<file path="src/rtl/jtag_dbg_mailbox.sv">
// Purpose : JTAG debug receive mailbox. Captured DR words are pushed into an RX FIFO.
//           The CPU drains the FIFO through a four-register window. A CPU-written TX word is driven back to JTAG.
// Latency : push visible 1 cycle after strobe; rdata registered 1 cycle after ren; irq 1 cycle after state.
// Backpressure: none on the JTAG side. A strobe into a full FIFO is dropped and sets a sticky overflow flag.
//
// Ports
//   clk, rstn           system clock, asynchronous active-low reset
//   dbgreg_in/sel/strobe  captured JTAG word, its IR tag (0 = 0x32, 1 = 0x38), push pulse
//   dbgreg_out          TX word presented to the JTAG side
//   addr/wdata/wen/ren  CPU register window (addr[3:2] selects the register)
//   rdata               registered read data
//   irq                 level interrupt: irq_en & FIFO nonempty

// ---------------------------------------------------------------------------
// Generic FIFO used for the RX path.
// Latency : the head reflects a push on the cycle after the push.
// Backpressure: none. The caller must never push when full unless it pops in the same cycle,
//               and must never pop when empty.
// ---------------------------------------------------------------------------
module jtag_dbg_fifo #(
    parameter int W     = 33,
    parameter int DEPTH = 8,
    parameter int AW    = 3
) (
    input  logic          clk,
    input  logic          rstn,
    input  logic          push,
    input  logic [W-1:0]  push_dat,
    input  logic          pop,
    output logic [W-1:0]  head_dat,
    output logic [AW:0]   count
);

    logic [W-1:0]  mem [DEPTH];
    logic [AW-1:0] wr_ptr;
    logic [AW-1:0] rd_ptr;

    // Storage is not reset. Clearing the pointers and count is what discards
    // the contents. The consumer masks the head while count is zero.
    always_ff @(posedge clk) begin
        if (push) begin
            mem[wr_ptr] <= push_dat;
        end
    end

    // DEPTH is a power of two, so the AW-bit pointers wrap naturally.
    always_ff @(posedge clk or negedge rstn) begin
        if (!rstn) begin
            wr_ptr <= '0;
            rd_ptr <= '0;
            count  <= '0;
        end else begin
            if (push) begin
                wr_ptr <= wr_ptr + 1'b1;
            end
            if (pop) begin
                rd_ptr <= rd_ptr + 1'b1;
            end
            case ({push, pop})
                2'b10:   count <= count + 1'b1;
                2'b01:   count <= count - 1'b1;
                default: count <= count;
            endcase
        end
    end

    assign head_dat = mem[rd_ptr];

endmodule

// ---------------------------------------------------------------------------
// Mailbox top.
// ---------------------------------------------------------------------------
module jtag_dbg_mailbox #(
    parameter int DEPTH = 8,   // RX entries, power of two in 2..128
    parameter int AW    = 3    // log2(DEPTH)
) (
    input  logic        clk,
    input  logic        rstn,
    input  logic [31:0] dbgreg_in,
    input  logic        dbgreg_sel,
    input  logic        dbgreg_strobe,
    output logic [31:0] dbgreg_out,
    input  logic [3:0]  addr,
    input  logic [31:0] wdata,
    input  logic        wen,
    input  logic        ren,
    output logic [31:0] rdata,
    output logic        irq
);

    localparam logic [1:0] REG_STATUS = 2'd0;
    localparam logic [1:0] REG_RXDATA = 2'd1;
    localparam logic [1:0] REG_RXTAG  = 2'd2;
    localparam logic [1:0] REG_TXDATA = 2'd3;

    localparam logic [AW:0] FULL_CNT = (AW+1)'(DEPTH);

    logic [1:0]  reg_sel;
    logic        unused_addr_lsb;

    logic [32:0] head_dat;
    logic [AW:0] count;
    logic        nonempty;
    logic        full;
    logic        push;
    logic        pop;
    logic        ovf_set;
    logic        ovf_clr;

    logic        overflow;
    logic        irq_en;
    logic [31:0] tx_word;
    logic [31:0] status_word;
    logic [31:0] head_word;
    logic [31:0] tag_word;

    // Byte address: only the word index matters.
    assign reg_sel         = addr[3:2];
    assign unused_addr_lsb = ^addr[1:0];

    assign nonempty = (count != '0);
    assign full     = (count == FULL_CNT);

    // A pop only happens when there is a word to take. An RXDATA read on an
    // empty FIFO is a plain empty read, even if a push lands in the same
    // cycle. That new word becomes the head on the following cycle.
    assign pop = ren && (reg_sel == REG_RXDATA) && nonempty;

    // A full FIFO still accepts a push when the same cycle frees a slot.
    assign push    = dbgreg_strobe && (!full || pop);
    assign ovf_set = dbgreg_strobe && full && !pop;
    assign ovf_clr = wen && (reg_sel == REG_STATUS) && wdata[1];

    jtag_dbg_fifo #(
        .W     (33),
        .DEPTH (DEPTH),
        .AW    (AW)
    ) u_rx_fifo (
        .clk      (clk),
        .rstn     (rstn),
        .push     (push),
        .push_dat ({dbgreg_sel, dbgreg_in}),
        .pop      (pop),
        .head_dat (head_dat),
        .count    (count)
    );

    // Overflow is sticky and W1C. A new overflow in the same cycle as the
    // clear must survive, so set has priority.
    always_ff @(posedge clk or negedge rstn) begin
        if (!rstn) begin
            overflow <= 1'b0;
        end else if (ovf_set) begin
            overflow <= 1'b1;
        end else if (ovf_clr) begin
            overflow <= 1'b0;
        end
    end

    always_ff @(posedge clk or negedge rstn) begin
        if (!rstn) begin
            irq_en  <= 1'b0;
            tx_word <= '0;
        end else if (wen) begin
            if (reg_sel == REG_STATUS) begin
                irq_en <= wdata[16];
            end
            if (reg_sel == REG_TXDATA) begin
                tx_word <= wdata;
            end
        end
    end

    assign dbgreg_out = tx_word;

    // Read views. The FIFO storage is unreset, so mask the head while empty.
    always_comb begin
        status_word              = '0;
        status_word[0]           = nonempty;
        status_word[1]           = overflow;
        status_word[2]           = full;
        status_word[8 +: AW+1]   = count;
        status_word[16]          = irq_en;
    end

    assign head_word = nonempty ? head_dat[31:0] : 32'h0;
    assign tag_word  = {30'h0, nonempty, nonempty & head_dat[32]};

    // Read data is sampled from the state before this cycle's updates. A
    // read that coincides with a write therefore returns the old value.
    always_ff @(posedge clk or negedge rstn) begin
        if (!rstn) begin
            rdata <= '0;
        end else if (ren) begin
            case (reg_sel)
                REG_STATUS: rdata <= status_word;
                REG_RXDATA: rdata <= head_word;
                REG_RXTAG:  rdata <= tag_word;
                REG_TXDATA: rdata <= tx_word;
                default:    rdata <= '0;
            endcase
        end
    end

    // Registered from current state, so irq trails count/irq_en by one cycle.
    always_ff @(posedge clk or negedge rstn) begin
        if (!rstn) begin
            irq <= 1'b0;
        end else begin
            irq <= irq_en & nonempty;
        end
    end

endmodule

</file>
<file path="config.mk">
export PLATFORM = sky130hd
export DESIGN_NAME = jtag_dbg_mailbox
export DESIGN_NICKNAME = d
export VERILOG_FILES = /design/src/rtl/jtag_dbg_mailbox.sv
export SDC_FILE = /design/constraint.sdc
export NUM_CORES = 1
export LEC_CHECK = 0
export CAP_MARGIN = 20
export CORE_ASPECT_RATIO = 2
export CORE_MARGIN = 2
export CORE_UTILIZATION = 43
export CTS_BUF_LIST = sky130_fd_sc_hd__clkbuf_2
export DETAILED_ROUTE_END_ITERATION = 10
export GPL_ROUTABILITY_DRIVEN = 0
export PLACE_DENSITY = 0.6
export SYNTH_ARGS = -nofsm -noshare
export SYNTH_HDL_FRONTEND = slang
export SYNTH_SLANG_ARGS = --single-unit
export TNS_END_PERCENT = 5
</file>
<file path="constraint.sdc">
create_clock -name clk -period 5.9 [get_ports clk]
set_clock_uncertainty 0.15 [all_clocks]
set_input_delay 1.77 -clock clk [delete_from_list [all_inputs] [get_ports clk]]
set_output_delay 1.77 -clock clk [all_outputs]
set_load 0.02 [all_outputs]
</file>
==> flow_summary.ini, run 1 <==
[status]
status = finished, final reports clean

[synthesis]
yosysUniqueCellTypes = 42
ys_seq_area_share_pct = 74.0
synth_top_area_share_pct = 59.5
syn_area_per_cell_um2 = 19.6
synth_common_cells = 264 x edfxtp_1, 77 x dfrtp_1, 68 x mux2_2, 61 x mux4_2, 35 x nor2_1
synth_fp_nets = 758
synth_edf_count = 264
yosys_register_bits = 341
synth_top_area_cell = edfxtp_1
syn_inst = 679
synthFlopType = edfxtp_1
synthTopCellsByArea = edfxtp_1 60%, dfrtp_1 14%, mux4_2 10%
async_reset_ff_share_pct = 22.6
ys_warn_count = 0
synth_area_um2 = 13300
yosysMostFrequentCell = edfxtp_1

[placed_design]
pre_cts_slack_ps = 1070
dp_hpwl_um = 16000
portBuffers = 136

[clock_network]
clock_path_buffers = 3
cts_htree_levels = 3
cts_setup_buffers = 0
cts_buffers = 76
clk_pin_slew_ps = 90
cts_hold_buf = 0
clk_latency_ps = 950
clockRootBuffer = clkbuf_2
cts_tree = built
postCtsResizedCells = 0
clock_sinks = 341

[finish]
multiInputGateArea_um2 = 3290
syn2layout_area_growth_pct = 19.3
drive_above_1_share_pct = 30.3
fill_cells = 2553
register_area_um2 = 9860
layout.nets = 953

[sta]
setup_slack_ps = 1960
maxSlewViolCount = 0
period_minus_slack_ps = 3940
slew_headroom_pct = 29.8
finalHoldViolations = 0
setup_viol = 0
period_share_pct = 66.8
tightest_slew_ps = 1050
fmax_ghz = 0.254
tns_ps = 0
rsz0062_at_grt = false

[hold_path]
hold_start = overflow
hold_class = flip-flop to flip-flop

[die]
dieArea_um2 = 32500
start_util_pct = 43.5
io_pins = 139
die_y_um = 253
die_x_um = 128
row_count = 91
coreArea_um2 = 30600

[route]
detailroute.via_count = 7018
drt_iter0_markers = 347
routed_via_density = 5.36
drt_wl_total_um = 27800
antenna_left = 0
wl_per_cell_um = 21.3
drt_pre_antenna_iters = 4
drcViolationCount = 0

[critical_path]
cp_slowest_cell = clkdlybuf4s50_1
crit_path_max_incr_delay_ps = 600
r2r_start = u_rx_fifo.count[1]
startpoint = addr[2]
crit_required_ps = 6530
cp_cell_sequence = clkdlybuf4s50_1 -> inv_1 -> o311ai_1 -> nand2_1 -> ha_1 -> xor2_1 -> ha_1 -> a21oi_1 -> xor2_1 -> nor2_1 -> xor2_1
cp-end-kind = flip-flop
arrival_ps = 4570
crit_fanout = 8
cp_top_family = buffers and inverters
critPathKind = input port to flip-flop
crit_path_frequent_cell = xor2_1
worst_setup_path_start_kind = input port
cp.buffers_inverters = 2

[power]
p_per_area_nw_per_um2 = 421
p_total_uw = 6690
p_leak_uw = 0.00555
peakVddDrop_mv = 0.212

[flow_run]
drv_cap = 0

[global_route]
antenna_found_initial = 1
grt_overflow = 0
grt_pass1_vias = 7593
grt_start_max_net_pins = 78
grt_pass1_wl_um = 43500
track_usage_pct = 18.0
==> registers in the layout (all words and copies together) (netlist names) <==
signal and count:
rdata 32, irq_en 1, overflow 1, u_rx_fifo.rd_ptr 3
u_rx_fifo.wr_ptr 3, u_rx_fifo.mem 264, dbgreg_out 32, u_rx_fifo.count 4
irq 1
==> layer usage <==
metal	track usage (%)	wire, um	vias up
met5	0	0	-
met4	6.44	591	0
met3	5.60	1860	43
met2	29.4	13600	229
met1	22.7	11800	3570
li1	-	-	3176
==> tightest hold or removal path, stage by stage, from the launching register on <==
cell and delay (ps):
dfrtp_1 350, nand2_1 50, o21ai_0 60
==> through the flow <==
stage	hold slack [ps]	instances	utilization (%)	cell area, um2
floorplan	290	679	-	13300
detailed placement	316	1166	49.5	15200
finish	332	1309	51.9	15900
global placement	312	1166	49.5	15200
CTS	337	1303	51.7	15800
global route	359	1306	51.9	15900
==> worst paths after layout <==
kind	slack [ps]	endpoint	cells past startpoint
worst max-delay path	1960	u_rx_fifo.count[2]	11
min in group asynchronous	640	u_rx_fifo.rd_ptr[0]	1
worst max register to register	2970	u_rx_fifo.count[2]	11
worst min register to register	330	overflow	2
worst min-delay path	330	overflow	2
max in group asynchronous	4320	rdata[10]	2
==> cell type report <==
| cell class | instances | share of cell area, % |
|---|---|---|
| multi-input cells | 297 | 20.7 |
| diodes | 4 | 0.0630 |
| clock buffers | 116 | 3.65 |
| well taps | 372 | 2.93 |
| inverters | 4 | 0.0945 |
| repair buffers | 154 | 9.84 |
| clock inverters | 21 | 0.693 |
| flip-flops and latches | 341 | 62.0 |
==> placed cells by master (no fill, tap or decap), types with 3 or more instances in the layout <==
cell             synthesis  layout
edfxtp_1               264     264
nor2b_1                  3       3
a21oi_1                 31      31
xor2_1                   4       4
clkinv_1                 0      17
mux4_1                   4       4
nand3_1                  4       4
clkbuf_2                 0     116
o21ai_0                  5       5
ha_1                     5       5
mux4_2                  61      61
a22oi_2                  3       3
a22oi_1                 21      21
nor2_4                   0       3
nand2_1                 16      16
xnor2_1                  5       5
diode_2                  0       4
buf_12                   2       6
clkdlybuf4s50_1          0     134
inv_1                    4       4
mux2_2                  68      68
dfrtp_1                 77      75
buf_4                    6      13
nor2_1                  35      32
a221oi_1                 5       5
nor3_2                   0       5
==> kinds of logic (layout without fill, tap and decap cells) <==
logic type / after synthesis / after routing / share of synthesized area (%)
buffers and inverters: 41 / 295 / 1.82
AOI/OAI and AO/OA: 73 / 73 / 3.63
other: 0 / 4 / 0
adders and majority gates: 5 / 5 / 0.470
and+or+nand+nor: 76 / 76 / 2.58
muxes: 134 / 134 / 16.9
xor gates and xnor gates: 9 / 9 / 0.592
DFF: 341 / 341 / 74.0
==> power by group <==
part           internal, uW  leakage, uW  switching [uW]
clock network           563     0.000531             883
logic                  1020      0.00171             908
registers              3010      0.00331             307
Power figures use the tool's default switching activity.
==> run 2: changes to the inputs <==
--- a/config.mk
+++ b/config.mk
@@ -12,7 +12,7 @@
 export CTS_BUF_LIST = sky130_fd_sc_hd__clkbuf_2
 export DETAILED_ROUTE_END_ITERATION = 10
 export GPL_ROUTABILITY_DRIVEN = 0
-export PLACE_DENSITY = 0.6
+export PLACE_DENSITY = 0.63
 export SYNTH_ARGS = -nofsm -noshare
 export SYNTH_HDL_FRONTEND = slang
 export SYNTH_SLANG_ARGS = --single-unit
==> constraint.sdc (replaced) <==
create_clock -name clk -period 3.52 [get_ports clk]
set_clock_uncertainty 0.15 [all_clocks]
set_input_delay 1.056 -clock clk [delete_from_list [all_inputs] [get_ports clk]]
set_output_delay 1.056 -clock clk [all_outputs]
set_load 0.02 [all_outputs]
==> run 2 against run 1 <==
  * Largest power group unchanged
  * Core utilization increased by 0.89 points
  * Clock-buffer cell count decreased by 2
  * Final area increased by 1.7%
  * Critical endpoint is now dbgreg_out[0]
==> flow_summary.ini, run 2 (same netlist as run 1, synthesis figures left out) <==
[power]
p_leak_uw = 0.00570
switching_share_pct = 31.2
p_per_area_nw_per_um2 = 705
pwr-share-comb_pct = 29.1
peakVddDrop_mv = 0.354
clock_power_share_pct = 21.7
power.internal_uw = 7840
seq_power_share_pct = 49.2
switchingPower_uw = 3550

[finish]
largest_reg_flops = 264
drive_above_1_share_pct = 32.5
regMostFlops = u_rx_fifo.mem
fin_cells = 1326
mostFrequentLayoutCell = edfxtp_1
layout.nets = 974
final_cell_mix = 264 x edfxtp_1, 134 x clkdlybuf4s50_1, 114 x clkbuf_2
syn2layout_area_growth_pct = 21.3

[route]
routed_via_density = 5.41
drt_wl_total_um = 28200
drcViolationCount = 0
antenna_left = 0
drt_iter0_markers = 470
detailroute.via_count = 7178
drt_pre_antenna_iters = 5
wl_per_cell_um = 21.3

[die]
die_y_um = 253
io_pins = 139
start_util_pct = 43.5
dieArea_um2 = 32500
row_count = 91
die_x_um = 128
coreArea_um2 = 30600

[critical_path]
critPathKind = flip-flop to primary output
cp_top_family = buffers and inverters
crit_required_ps = 2310
arrival_ps = 2030
worst_setup_path_start_kind = flip-flop
crit_path_max_incr_delay_ps = 640
cp_cell_sequence = clkdlybuf4s50_1
r2r_slack_ps = 830
cp_slowest_cell = clkdlybuf4s50_1
cp-end-kind = primary output
cp.buffers_inverters = 1
crit_fanout = 3

[clock_network]
cts_tree = built
clock_path_buffers = 3
cts_hold_buf = 1
cts_buffers = 75
postCtsResizedCells = 0
clock_sinks = 341
cts_setup_buffers = 0
clk_pin_slew_ps = 100
clockRootBuffer = clkbuf_2
cts_htree_levels = 3
clk_latency_ps = 940

[sta]
slew_headroom_pct = 47.9
period_share_pct = 92.1
maxSlewViolCount = 0
finalHoldViolations = 0
period_minus_slack_ps = 3240
hold_ws_ps = 359
setup_viol = 0
rsz0062_at_grt = false
tightest_slew_ps = 782
fmax_ghz = 0.309

[global_route]
antenna_found_initial = 1
grt_pass1_wl_um = 43800
grt_overflow = 0
grt_start_max_net_pins = 55
grt_pass1_vias = 7745
track_usage_pct = 18.1

[placed_design]
dp_hpwl_um = 17500
portBuffers = 136
dp_cells = 1189

[status]
status = finished, final reports clean

[hold_path]
hold_class = flip-flop to flip-flop

[flow_run]
drv_cap = 0
## run 2: power by group through the flow
stage / sequential, uW / combinational, uW / clock, uW
floorplan: 5560 / 2210 / 0
global placement: 5670 / 3340 / 0
detailed placement: 5710 / 3370 / 0
CTS: 5630 / 3390 / 2580
global route: 5690 / 3560 / 2760
finish: 5600 / 3310 / 2470
## run 2: worst paths after layout
path | depth (start not counted) | startpoint | end
min reg2reg | 2 | overflow | overflow
max in group asynchronous | 3 | rstn | rdata[4]
max reg2reg | 5 | u_rx_fifo.rd_ptr[0] | rdata[4]
max | 1 | dbgreg_out[0] | dbgreg_out[0]
min | 2 | overflow | overflow
min in group asynchronous | 2 | rstn | dbgreg_out[12]
## run 2: layout make-up
class / instances / area (um2)
Inverter: 4 / 15.0
Timing Repair Buffer: 176 / 1780
Clock buffer: 114 / 571
Clock inverter: 21 / 133
Sequential cell: 341 / 9860
Antenna cell: 1 / 2.50
Tap cell: 372 / 465
Multi-Input combinational cell: 297 / 3330
Fill cell: 2495 / 14500
## run 2: through the flow
stage	cell area (um2)	utilization (%)	worst slack [ps]	power, uW	setup TNS, ps
floorplan	13400	-	-275	7770	-53060
global placement	15400	50.4	115	9010	0
detailed placement	15400	50.4	122	9090	0
CTS	16200	52.8	183	11600	0
global route	16200	52.8	219	12000	0
finish	16200	52.8	280	11400	0
## run 2: tightest hold or removal path: cells and delay by family, from the launching register on
kind | cells | cell delay [ps]
flops | 1 | 360
compound gates | 1 | 60
simple gates | 1 | 60
## run 2: routing by layer
layer	routed length [um]	up-vias	GRT usage, %
met5	0	-	0
met4	571	0	7.03
met3	1770	39	4.58
met2	14500	253	30.7
met1	11300	3671	22.1
li1	-	3215	-
